### src/rtl/burst_address_gen.sv
// Streams one address per beat for a (base, len, mode) command; wrapping bursts built only with BURST_ADDR_WRAP_EN.
// Latency: first address 1 cycle after the command handshake; 1 beat/cycle; 1 idle cycle between bursts.
// Backpressure: addr_valid holds with stable address/index/last until addr_ready; start_ready only while idle.
`default_nettype none

module burst_address_gen #(
   parameter int ADDR_W  = 32,
   parameter int STRIDE  = 4,
   parameter int MAX_LEN = 32,
   parameter int LEN_W   = $clog2(MAX_LEN) + 1
) (
   input  logic                clk,
   input  logic                rst_n,
   input  logic                start_valid,
   output logic                start_ready,
   input  logic [ADDR_W-1:0]   start_addr,
   input  logic [LEN_W-1:0]    start_len,
   input  logic                start_wrap,
   output logic                addr_valid,
   input  logic                addr_ready,
   output logic [ADDR_W-1:0]   addr_out,
   output logic [LEN_W-2:0]    addr_index,
   output logic                addr_last,
   output logic                busy
);

   localparam int                IDX_W     = LEN_W - 1;
   localparam logic [LEN_W-1:0]  MAX_LEN_L = LEN_W'(MAX_LEN);
   localparam logic [ADDR_W-1:0] STRIDE_A  = ADDR_W'(STRIDE);

   typedef enum logic {
      IDLE  = 1'b0,
      BURST = 1'b1
   } state_t;

   state_t            state_q, state_d;
   logic [ADDR_W-1:0] addr_q;
   logic [ADDR_W-1:0] addr_inc;
   logic [ADDR_W-1:0] addr_nxt;
   logic [IDX_W-1:0]  idx_q;
   logic [IDX_W-1:0]  last_idx_q;
   logic [LEN_W-1:0]  eff_len;
   logic [LEN_W-1:0]  eff_len_m1;
   logic              at_last;
   logic              cmd_fire;
   logic              beat_fire;

   // Oversized requests are clamped; a zero length is consumed without starting a burst.
   assign eff_len    = (start_len > MAX_LEN_L) ? MAX_LEN_L : start_len;
   assign eff_len_m1 = eff_len - LEN_W'(1);
   assign addr_inc   = addr_q + STRIDE_A;
   assign at_last    = (idx_q == last_idx_q);
   assign cmd_fire   = (state_q == IDLE) && start_valid && (eff_len != '0);
   assign beat_fire  = (state_q == BURST) && addr_ready;

`ifdef BURST_ADDR_WRAP_EN
   logic              wrap_q;
   logic [ADDR_W-1:0] mask_q;
   logic              len_pow2;
   logic [ADDR_W-1:0] blk_mask;

   assign len_pow2 = ((eff_len & eff_len_m1) == '0);
   assign blk_mask = (ADDR_W'(eff_len) * STRIDE_A) - ADDR_W'(1);

   // Wrap keeps the block-aligned upper bits and lets only the in-block offset roll over.
   assign addr_nxt = wrap_q ? ((addr_q & ~mask_q) | (addr_inc & mask_q)) : addr_inc;

   always_ff @(posedge clk or negedge rst_n) begin
      if (!rst_n) begin
         wrap_q <= 1'b0;
         mask_q <= '0;
      end else if (cmd_fire) begin
         wrap_q <= start_wrap && len_pow2;
         mask_q <= blk_mask;
      end
   end
`else
   logic unused_bits;

   assign addr_nxt    = addr_inc;
   assign unused_bits = ^{start_wrap, eff_len_m1[LEN_W-1]};
`endif

   always_ff @(posedge clk or negedge rst_n) begin
      if (!rst_n) begin
         state_q <= IDLE;
      end else begin
         state_q <= state_d;
      end
   end

   always_comb begin
      state_d     = state_q;
      start_ready = 1'b0;
      addr_valid  = 1'b0;
      busy        = 1'b0;
      addr_last   = 1'b0;
      case (state_q)
         IDLE: begin
            start_ready = 1'b1;
            if (cmd_fire) begin
               state_d = BURST;
            end
         end
         BURST: begin
            addr_valid = 1'b1;
            busy       = 1'b1;
            addr_last  = at_last;
            if (beat_fire && at_last) begin
               state_d = IDLE;
            end
         end
         default: state_d = IDLE;
      endcase
   end

   always_ff @(posedge clk or negedge rst_n) begin
      if (!rst_n) begin
         addr_q     <= '0;
         idx_q      <= '0;
         last_idx_q <= '0;
      end else if (cmd_fire) begin
         addr_q     <= start_addr;
         idx_q      <= '0;
         last_idx_q <= eff_len_m1[IDX_W-1:0];
      end else if (beat_fire && !at_last) begin
         addr_q <= addr_nxt;
         idx_q  <= idx_q + IDX_W'(1);
      end
   end

   assign addr_out   = addr_q;
   assign addr_index = idx_q;

endmodule

`default_nettype wire
### config.mk
export PLATFORM = sky130hd
export DESIGN_NAME = burst_address_gen
export DESIGN_NICKNAME = d
export VERILOG_FILES = /design/src/rtl/burst_address_gen.sv
export SDC_FILE = /design/constraint.sdc
export NUM_CORES = 1
export LEC_CHECK = 0
export CAP_MARGIN = 25
export CORE_MARGIN = 2
export CORE_UTILIZATION = 42
export DETAILED_ROUTE_END_ITERATION = 8
export PLACE_DENSITY_LB_ADDON = 0.12
export SETUP_SLACK_MARGIN = 0.02
export SYNTH_ARGS = -nofsm -noshare
export SYNTH_HDL_FRONTEND = slang
export SYNTH_SLANG_ARGS = --single-unit
### constraint.sdc
create_clock -name clk -period 2 [get_ports clk]
set_input_delay 0.5 -clock clk [delete_from_list [all_inputs] [get_ports clk]]
set_output_delay 0.5 -clock clk [all_outputs]
set_load 0.02 [all_outputs]
-- Word-level counts from Yosys, hierarchy flattened
Cells that the tools add are included.
- logic and storage cells: 29
- bits of input ports: 43
- output and inout port bits: 41
- bits in registers: 43
- equal/unequal tests: 1
- bitwise operators: 1
- reduce and logical (&&, ||, !) cells: 8
- muxes and demuxes: 11
- $lt $le $gt $ge: 1
- add/sub/neg operators: 3
- operator list (kind ; number):
    32-bit two-way mux ; 2
    32-bit by 3-bit adder with 32-bit output, second input constant ; 1
    5-bit two-way mux ; 2
    6-bit greater-than comparator, second input constant ; 1
    6-bit two-way mux ; 1
    6-bit nonzero test ; 1
    5-bit by 1-bit adder with 5-bit output, second input constant ; 1
    5-bit == test ; 1
    1-bit logical AND ; 5
    1-bit two-way mux ; 5
    5-bit by 1-bit subtractor with 5-bit output, second input constant ; 1
    1-bit one-hot mux with 2 select lines ; 1
    2-bit nonzero test ; 1
    1-bit logical NOT ; 1
    1-bit inverter ; 1

-- Depth between registers and ports, before layout
Gate-level depths: netlist of run 1.
- depth after elaboration: 6
- depth in mapped cells: 8
- gate-level depth less buffers: 7

-- Worst setup path after synthesis of run 1
Ideal clock, no wire load.
- kind: register to output
- start: register idx_q[0], in the netlist addr_index[0]
- end: output addr_last
- stages on the path, launching flop included: 5
- slack: -0.192 ns
- arrival: 1.692 ns
- buffers on the path: 1
- data required time: 1.500 ns
- cells stage by stage: dfrtp_1 -> xor2_2 -> or3_1 -> buf_6 -> nor3_1
- cells in the longest elaborated chain, start to end: 2
- ends and longest elaborated chain (what ; RTL line ; RTL):
    start: declaration ; 40 ; logic [IDX_W-1:0] idx_q;
    start signal: assignment ; 128 ; idx_q <= idx_q + IDX_W'(1);
    5-bit == test ; 52 ; assign at_last = (idx_q == last_idx_q);
    1-bit two-way mux ; 98 ; case (state_q)
    end: declaration ; 23 ; output logic addr_last,
Every way passes these cells.

-- Worst setup path in the final report of run 1
- start: register idx_q[3], in the netlist addr_index[3]
- end: output addr_last
The elaborated chain is that of the path after synthesis.

==> flow_results.org, run 1 <==
** Synth
- Seq cells post-synth :: 43
- Counting every net in the synthesized netlist gives between 300 and 400.
- The cell area that synthesis handed to floorplanning was 2658 µm².
- Proportion of register bits with asynchronous set or reset after synthesis :: 1.000
- Of the synthesized area, sequential elements account for 0.4049.
- Number of flops mapped to enable cells by yosys :: 0
- After technology mapping, the gate count stands at 293.
- The netlist uses around 50 different library cells.
- Area leader, netlist :: dfrtp_1
- Synthesized area per cell :: 9.070 µm²
- Top cells by count, synth :: 45 x nand2_1, 43 x dfrtp_1, 16 x nand4_1, 16 x nor2_1, 15 x o21ai_0
- The Yosys step of the flow raised 0 warnings.
- Cell types occupying the most area after synthesis :: dfrtp_1 40%, nand2_1 6.4%, xnor2_1 4.0%
- Top cell type's share of synthesized area :: 0.4049
- Top flip-flop cell by instance count after synthesis :: dfrtp_1
- Most common cell in the synthesized netlist :: nand2_1

** Final layout
- Summing all multi-input logic gate instances after layout gives 1578 µm².
- The area growth from synthesis to layout is 61.21%.
- Final nets :: 489
- Post-Layout Cell Count :: 518
- In the final layout, the share of cells above drive strength 1 is 0.2528.
- Once layout is done, the placed cells without fillers occupy around 4300 µm².
- Number of diodes added for antenna fixing :: 0
- Fillers :: 485
- Footprint of the flip-flops and latches :: 1080 µm²

** STA
- The clock arrives with 0.01021 ns of skew.
- Hold Vio Cnt, Final :: 0
- Max-slew headroom :: 0.6109
- Of the available clock period, the critical path in the final layout requires 1.037.
- The final number of max-transition violations was 0.
- At the pin with the least slew margin, the transition time is 0.5837 ns.
- Final Critical Period :: 2.073 ns
- Unrepaired setup endpoints after global routing :: true
- Least setup slack across all paths after layout :: -0.07310 ns
- Achievable Freq :: between 0.4 and 0.5 GHz
- Final count of negative-setup-slack endpoints :: 1

** Clock network
- TritonCTS built the clock tree.
- No sink is reached through more buffers than the 2 on the longest clock path.
- Number of clock sinks :: 43
- Hold Buf Count CTS :: 0
- Clock root buffer :: clkbuf_8
- The H-tree was split into 2 levels.
- Clock-pin slew was measured on the worst setup and hold paths at 0.09 ns.
- In this run, CTS created clock tree buffers numbering 5.
- Latest clock arrival within the worst-skew pair :: 0.30 ns

** Pwr
- Pleak :: 1.781 nW
- IR analysis of the VDD net gives a maximum drop of between 0.8 and 0.9 mV.
- Power spread over the standard cell area amounts to approximately 1400 nW/µm².

** Global routing
- Pin count of the biggest net entering global routing :: 25
- Number of global-route vias before repair :: 2,855
- GR Overflow Total :: 0
- Across every metal layer, demand over resource in global routing totals 0.2475.
- First-pass GRT wire length :: 14.05 mm
- The initial antenna violation count is 0.

** Floorplan
- Die area :: 6980 µm²
- Die Wd :: 83.55 µm
- Initial core utilization :: 0.4410
- Floorplan Core Area :: 6026 µm²
- Ports :: 84
- Vertical die dimension :: 83.55 µm
- Row generation in the floorplan step produced 28 rows.

** Worst setup path
- The worst setup path is captured at an output port.
- Worst flop-to-flop path startpoint :: addr_index[3]
- Crit path max-delay cell type :: dfrtp_1
- Traced cell by cell, the critical path runs through xor2_2 -> or3_4 -> nor3_4 -> buf_6.
- Kind of start point of the critical path :: flip-flop
- Timing startpoint of the critical path :: addr_index[3]
- The largest single stage delay on the critical path is 0.42 ns.
- At the worst endpoint, the required time is 1.50 ns.
- Highest net fanout along the worst path :: 2
- The worst setup path is of the flip-flop to output port kind.
- For the worst setup path, the data arrival time is 1.57 ns.

** Placement
- OpenSTA, run right after detailed placement, puts the worst setup slack at -0.4583 ns.
- The congestion estimate from routability-driven global placement came to 0.9251.
- Summed over all nets, the half-perimeter wirelength after detailed placement is between 6 and 7 mm.
- Number of buffer cells added on primary ports :: between 80 and 90
- Cell count after placement :: 496
- After detailed placement, the total cell area comes to between 4000 and 5000 µm².

** Run status
- Failing checks :: setup timing
- Result of the run :: complete, but fails checks

** Drt
- In the final routed layout, each cell accounts on average for 16.35 µm.
- Via count :: 2,897
- For this block, the initial DRC count from the detailed router was approximately 140.
- After detailed routing, the number of vias per cell comes to 5.593.
- The count of nets left with antenna violations once routing finished came out at 0.
- The pre-antenna-repair detailed-routing pass consisted of 4 iterations.
- Post-detailed-routing wire length :: 8.468 mm
- Post-detailed-route DRC marker count :: 0

** Flow run
- Count of maximum capacitance violations :: 0

** Worst hold path
- In this run the worst hold path is classified as primary input to asynchronous set/reset pin.
## worst max-delay path, delay by kind of cell, from the launching register on
kind	cells	cell delay, ns
simple gates	2	0.52
flops	1	0.42
xor+xnor	1	0.19
buf+inv	1	0.14
## registers in the layout, summed over array words and instances, names as in the netlist
| name | count |
|---|---|
| addr_out | 32 |
| addr_index | 5 |
| last_idx_q | 5 |
| state_q | 1 |
## per-layer routing
metal  share of wire  vias to the layer above  routed length (µm)  global-route usage
met1            0.44                     1391                3704              0.3240
met3           0.049                       14                 418             0.04649
met5               0                        -                   0                   0
met2            0.49                       87                4178              0.4172
li1                -                     1405                   -                   -
met4           0.020                        0                 167             0.07478
## layout by cell type (no fill, tap or decap), types with 2 or more instances in the layout
cell type / count
a211oi_1: 5
clkbuf_8: 5
o21ai_2: 2
or4_1: 8
nor2_1: 16
nand2_1: 44
buf_4: 71
xor2_2: 2
dlygate4sd2_1: 5
mux2i_1: 4
dfrtp_2: 3
inv_1: 3
o31ai_1: 10
nor3_1: 7
o211ai_1: 6
buf_12: 2
a31oi_1: 12
ha_1: 2
clkdlybuf4s50_1: 69
nor3_4: 2
and4_1: 6
a221o_1: 3
dlymetal6s2s_1: 6
nand4_1: 16
xor2_1: 3
dfrtp_1: 40
o21ai_0: 13
a21oi_1: 4
o21ai_4: 2
buf_6: 4
or3_1: 3
nand3_1: 13
xnor2_1: 12
and3_1: 5
## cells by family (layout without fill, tap and decap cells)
group / after synthesis / after routing / synth area share
AO/OA/AOI/OAI: 69 / 70 / 0.1893
AND/OR/NAND/NOR: 133 / 133 / 0.2604
buffers and inverters: 21 / 170 / 0.04143
flip-flops: 43 / 43 / 0.4049
XOR/XNOR: 17 / 17 / 0.06168
multiplexers: 6 / 6 / 0.02354
adder cells (fa/ha/maj): 4 / 4 / 0.01883
## where the power goes
| group | leakage, nW | switching (mW) | internal [mW] |
|---|---|---|---|
| Sequential | 0.505 | 0.424 | 1.29 |
| Combinational | 1.23 | 1.96 | 1.89 |
| Clock | 0.0412 | 0.320 | 0.245 |
| Total | 1.78 | 2.70 | 3.43 |
## final cells by class
type | count | area share
multi-input cells | 230 | 0.3683
flip-flops and latches | 43 | 0.2520
clock inverters | 2 | 0.002921
inverters | 4 | 0.003505
clock buffers | 6 | 0.01694
repair buffers | 158 | 0.3344
well taps | 75 | 0.02190
## per-stage QoR
step           hold slack (ns)  total power [mW]  setup TNS, ns    util
6_report                0.1869             6.130       -0.07310  0.7110
2_1_floorplan           0.2044             3.527              0       -
5_1_grt                 0.2192             6.547        -0.3219  0.7110
3_5_place_dp            0.4721             5.298         -15.24  0.6642
4_1_cts                 0.1980             6.011       -0.08186  0.6960
3_3_place_gp            0.4616             5.212         -14.08  0.6642
## path summary, 6_finish.rpt
check	depth (start not counted)	to	slack [ns]
min in group clk	2	addr_out[0]	0.49
hold / removal	1	addr_out[9]	0.19
setup / recovery	4	addr_last	-0.07
setup reg to reg	8	addr_out[18]	0.04
max in group asynchronous	2	addr_index[0]	1.28
hold reg to reg	2	addr_out[0]	0.49
## timing repair
action	in CTS	in global routing
gates resized for setup	21	16
gates cloned	2	0
pin swaps	7	1
buffers inserted	7	5
setup endpoints to repair	36	25
Power figures use the tool's default switching activity.
==> inputs of run 2 (changes only) <==
--- a/config.mk
+++ b/config.mk
@@ -6,8 +6,8 @@
 export NUM_CORES = 1
 export LEC_CHECK = 0
 export CAP_MARGIN = 25
-export CORE_MARGIN = 2
 export CORE_UTILIZATION = 42
+export CTS_CLUSTER_SIZE = 12
 export DETAILED_ROUTE_END_ITERATION = 8
 export PLACE_DENSITY_LB_ADDON = 0.12
 export SETUP_SLACK_MARGIN = 0.02
==> flow_results.org, run 2 (synthesized netlist as in run 1, its figures left out) <==
** Clock network
- In this run, CTS created clock tree buffers numbering 5.
- Maximum level of the CTS H-tree :: 2
- Clock tree from TritonCTS :: built
- Clock root buffer :: clkbuf_8
- Maximum clock path buffer count :: 2
- Clock-pin slew was measured on the worst setup and hold paths at 0.09 ns.
- The clock reaches the later pin of the worst-skew pair after 0.30 ns.
- Number of clock sinks :: 43

** STA
- Dividing the final minimum period by the clock period gives 1.045.
- Across all hold checks on the routed design, the worst slack comes to 0.09646 ns.
- Least setup slack across all paths after layout :: -0.08989 ns
- Hold Vio Cnt, Final :: 0
- Number of pins with negative max-slew slack in the final report :: 0
- In this run the tightest slew margin relative to its limit is 0.7384.
- Static timing analysis puts the maximum clock frequency at 0.4785 GHz.
- Setup repair after global routing could not meet its margin everywhere.
- For the pin with the worst max-slew slack, the measured transition is 0.3924 ns.
- The smallest clock period supported by the final layout is computed as 2.090 ns.
- Setup violations remaining at the end of the flow were counted as 1.
- Clock skew on the completed layout was measured at 0.004580 ns.
- Setup total negative slack on the finished layout was measured at -0.08989 ns.

** Pwr
- Pleak :: approximately 1.7 nW
- In this run the power density over the cells is around 1500 nW/µm².
- Switching component of the power :: 2.670 mW
- Cell internal pwr :: 3.602 mW
- Of the total power, the share spent switching nets is 0.4257.
- The design draws 6.272 mW.
- Across the VDD grid, the largest voltage drop is 0.9736 mV.
- Sequential share of power :: 0.277
- The share of total power dissipated in combinational logic is 0.592.
- Part of the power in the clock network :: 0.130

** Drt
- Post-detailed-route DRC marker count :: 0
- Top layer reached by signal wires :: met4
- Post-detailed-routing wire length :: 8.421 mm
- Via count :: 2,936
- Detailed-routed wire length on met2 :: slightly above 4 mm
- In the final routed layout, each cell accounts on average for 16.48 µm.
- Initial DRT Pass Iterations :: 4
- Number of nets with antenna violations after routing :: 0
- Total length of routed met3 wires :: 350 µm
- Using the TritonRoute via totals, the vias-per-cell ratio works out to 5.746.
- Violation count after the first detailed-routing iteration :: 149
- For this block, wires on met1 add up to 3.782 mm.

** Placement
- The congestion estimate from routability-driven global placement came to 0.8308.
- Detailed placement ended at an HPWL of ~6 mm.
- The number of placed instances, taps included, is 495.
- Number of buffer cells added on primary ports :: slightly above 80

** Final layout
- Commonest cells after routing, fill and taps aside :: 71 x clkdlybuf4s50_1, 66 x buf_4, 43 x nand2_1
- Leaving out fill and tap cells, the most frequent cell in the layout is clkdlybuf4s50_1.
- For this run, the post-layout net count is 482.
- The repair_antennas step left the layout with diodes totalling 0.
- Relative to the synthesized area, the layout overhead comes to 60.64%.
- After the flow finishes, the layout carries non-filler instances totaling 511.
- Share of layout cells above drive strength 1 :: 0.2454
- Flip-flop count of the largest register after layout :: 32
- Counting the fill cells in the layout gives 472.

** Global routing
- GR Overflow Total :: 0
- The first global-routing pass estimated 13.43 mm of wire.
- The number of global-route vias before repair is between 2k and 3k.
- In the global route stage, overall resource usage came out at 0.2679.
- Number of antenna violations at the first check in global routing :: 0
- Entering global routing, the biggest net connects 21 pins.

** Floorplan
- Vertical die dimension :: 81.55 µm
- In this run the standard cell core region covers about 6000 µm².
- During I/O placement, the number of pins put on the boundary was 84.
- Die Wd :: between 80 and 90 µm
- Die area :: around 6600 µm²
- The initial utilization of the core area, before any placement, comes to 0.4410.
- The floorplan has 28 rows.

** Worst setup path
- Req. time, crit path :: roughly 1.5 ns
- The worst setup path is captured at an output port.
- Data arrival time of the critical path :: roughly 1.6 ns
- Walking the worst path, the cells encountered are xor2_2 -> or3_4 -> nor3_4 -> buf_6.
- Counting both buffers and inverters, the worst setup path holds a total of 1.
- The critical path in this run is classified as flip-flop to output port.
- Among all stages on the critical path, the largest delay is contributed by dfrtp_1.
- STA classifies the critical path startpoint as a flip-flop.
- Top delay family on crit path :: simple AND/OR/NAND/NOR gates
- In this run the worst path has a maximum fanout of 2.
- Crit-path max cell delay :: 0.42 ns

** Run status
- The run finished, with violations left.
- Failing checks :: setup timing

** Worst hold path
- The path class of the tightest hold or removal check is primary input to asynchronous set/reset pin.

** Flow run
- Max-cap violations in this run came to 0.
==> run 2: cell count changes in the layout (fill, tap and decap cells not counted), moves of 2 or more <==
| cell | delta |
|---|---|
| clkdlybuf4s50_1 | +2 |
| nand2_4 | +2 |
| bufinv_16 | +2 |
| buf_4 | -5 |
==> run 2: worst reg2reg max path: stages, from the launching register on <==
cell,delay [ns]
dfrtp_1,0.41
xor2_1,0.22
or3_4,0.18
buf_4,0.18
o21ai_4,0.09
buf_12,0.14
or4_1,0.51
a31oi_1,0.18
==> run 2: metrics by stage <==
step | instance area, µm² | utilization | setup slack, ns
finish | 4269 | 0.7085 | -0.08989
global route | 4269 | 0.7085 | -0.1363
detailed placement | 3983 | 0.6609 | -0.4905
CTS | 4215 | 0.6995 | -0.08997
floorplan | 2690 | - | 0.03050
global placement | 3983 | 0.6609 | -0.4410
==> run 2: final timing paths <==
check	from	end	slack [ns]	cells after the start
max in group asynchronous	rst_n	addr_out[18]	1.30	2
max	addr_index[3]	addr_last	-0.09	4
min reg2reg	addr_out[0]	addr_out[0]	0.49	2
min in group clk	addr_out[0]	addr_out[0]	0.49	2
max reg2reg	addr_index[4]	addr_out[26]	0	7
min	rst_n	addr_out[2]	0.1	1
==> run 2: final cells by class <==
type	count	area, µm²	share of cell area
clock buffers	6	72.57	0.01700
clock inverters	2	60.06	0.01407
inverters	4	15.01	0.003517
multi-input cells	230	1585	0.3713
flip-flops and latches	43	1080	0.2529
well taps	75	93.84	0.02198
repair buffers	151	1363	0.3192
==> run 2: power by group through the flow <==
stage	clock network (mW)	registers, mW	logic (mW)
2_1_floorplan	0	2.23	1.30
6_report	0.818	1.74	3.71
3_5_place_dp	0	1.73	3.51
4_1_cts	0.825	1.72	3.64
5_1_grt	0.872	1.79	3.99
3_3_place_gp	0	1.72	3.45
==> run 2: metal layers <==
metal  GRT usage  vias up
met3     0.04444       12
met5           0        -
li1            -     1394
met4     0.07679        0
met2      0.4633      109
met1      0.3417     1421
==> run 2: timing repair <==
item,in CTS,in global routing
setup endpoints to repair,42,27
cloned,2,0
setup buffers,4,2
resized for setup,24,12
pin swaps,5,2
hold buffers,0,0
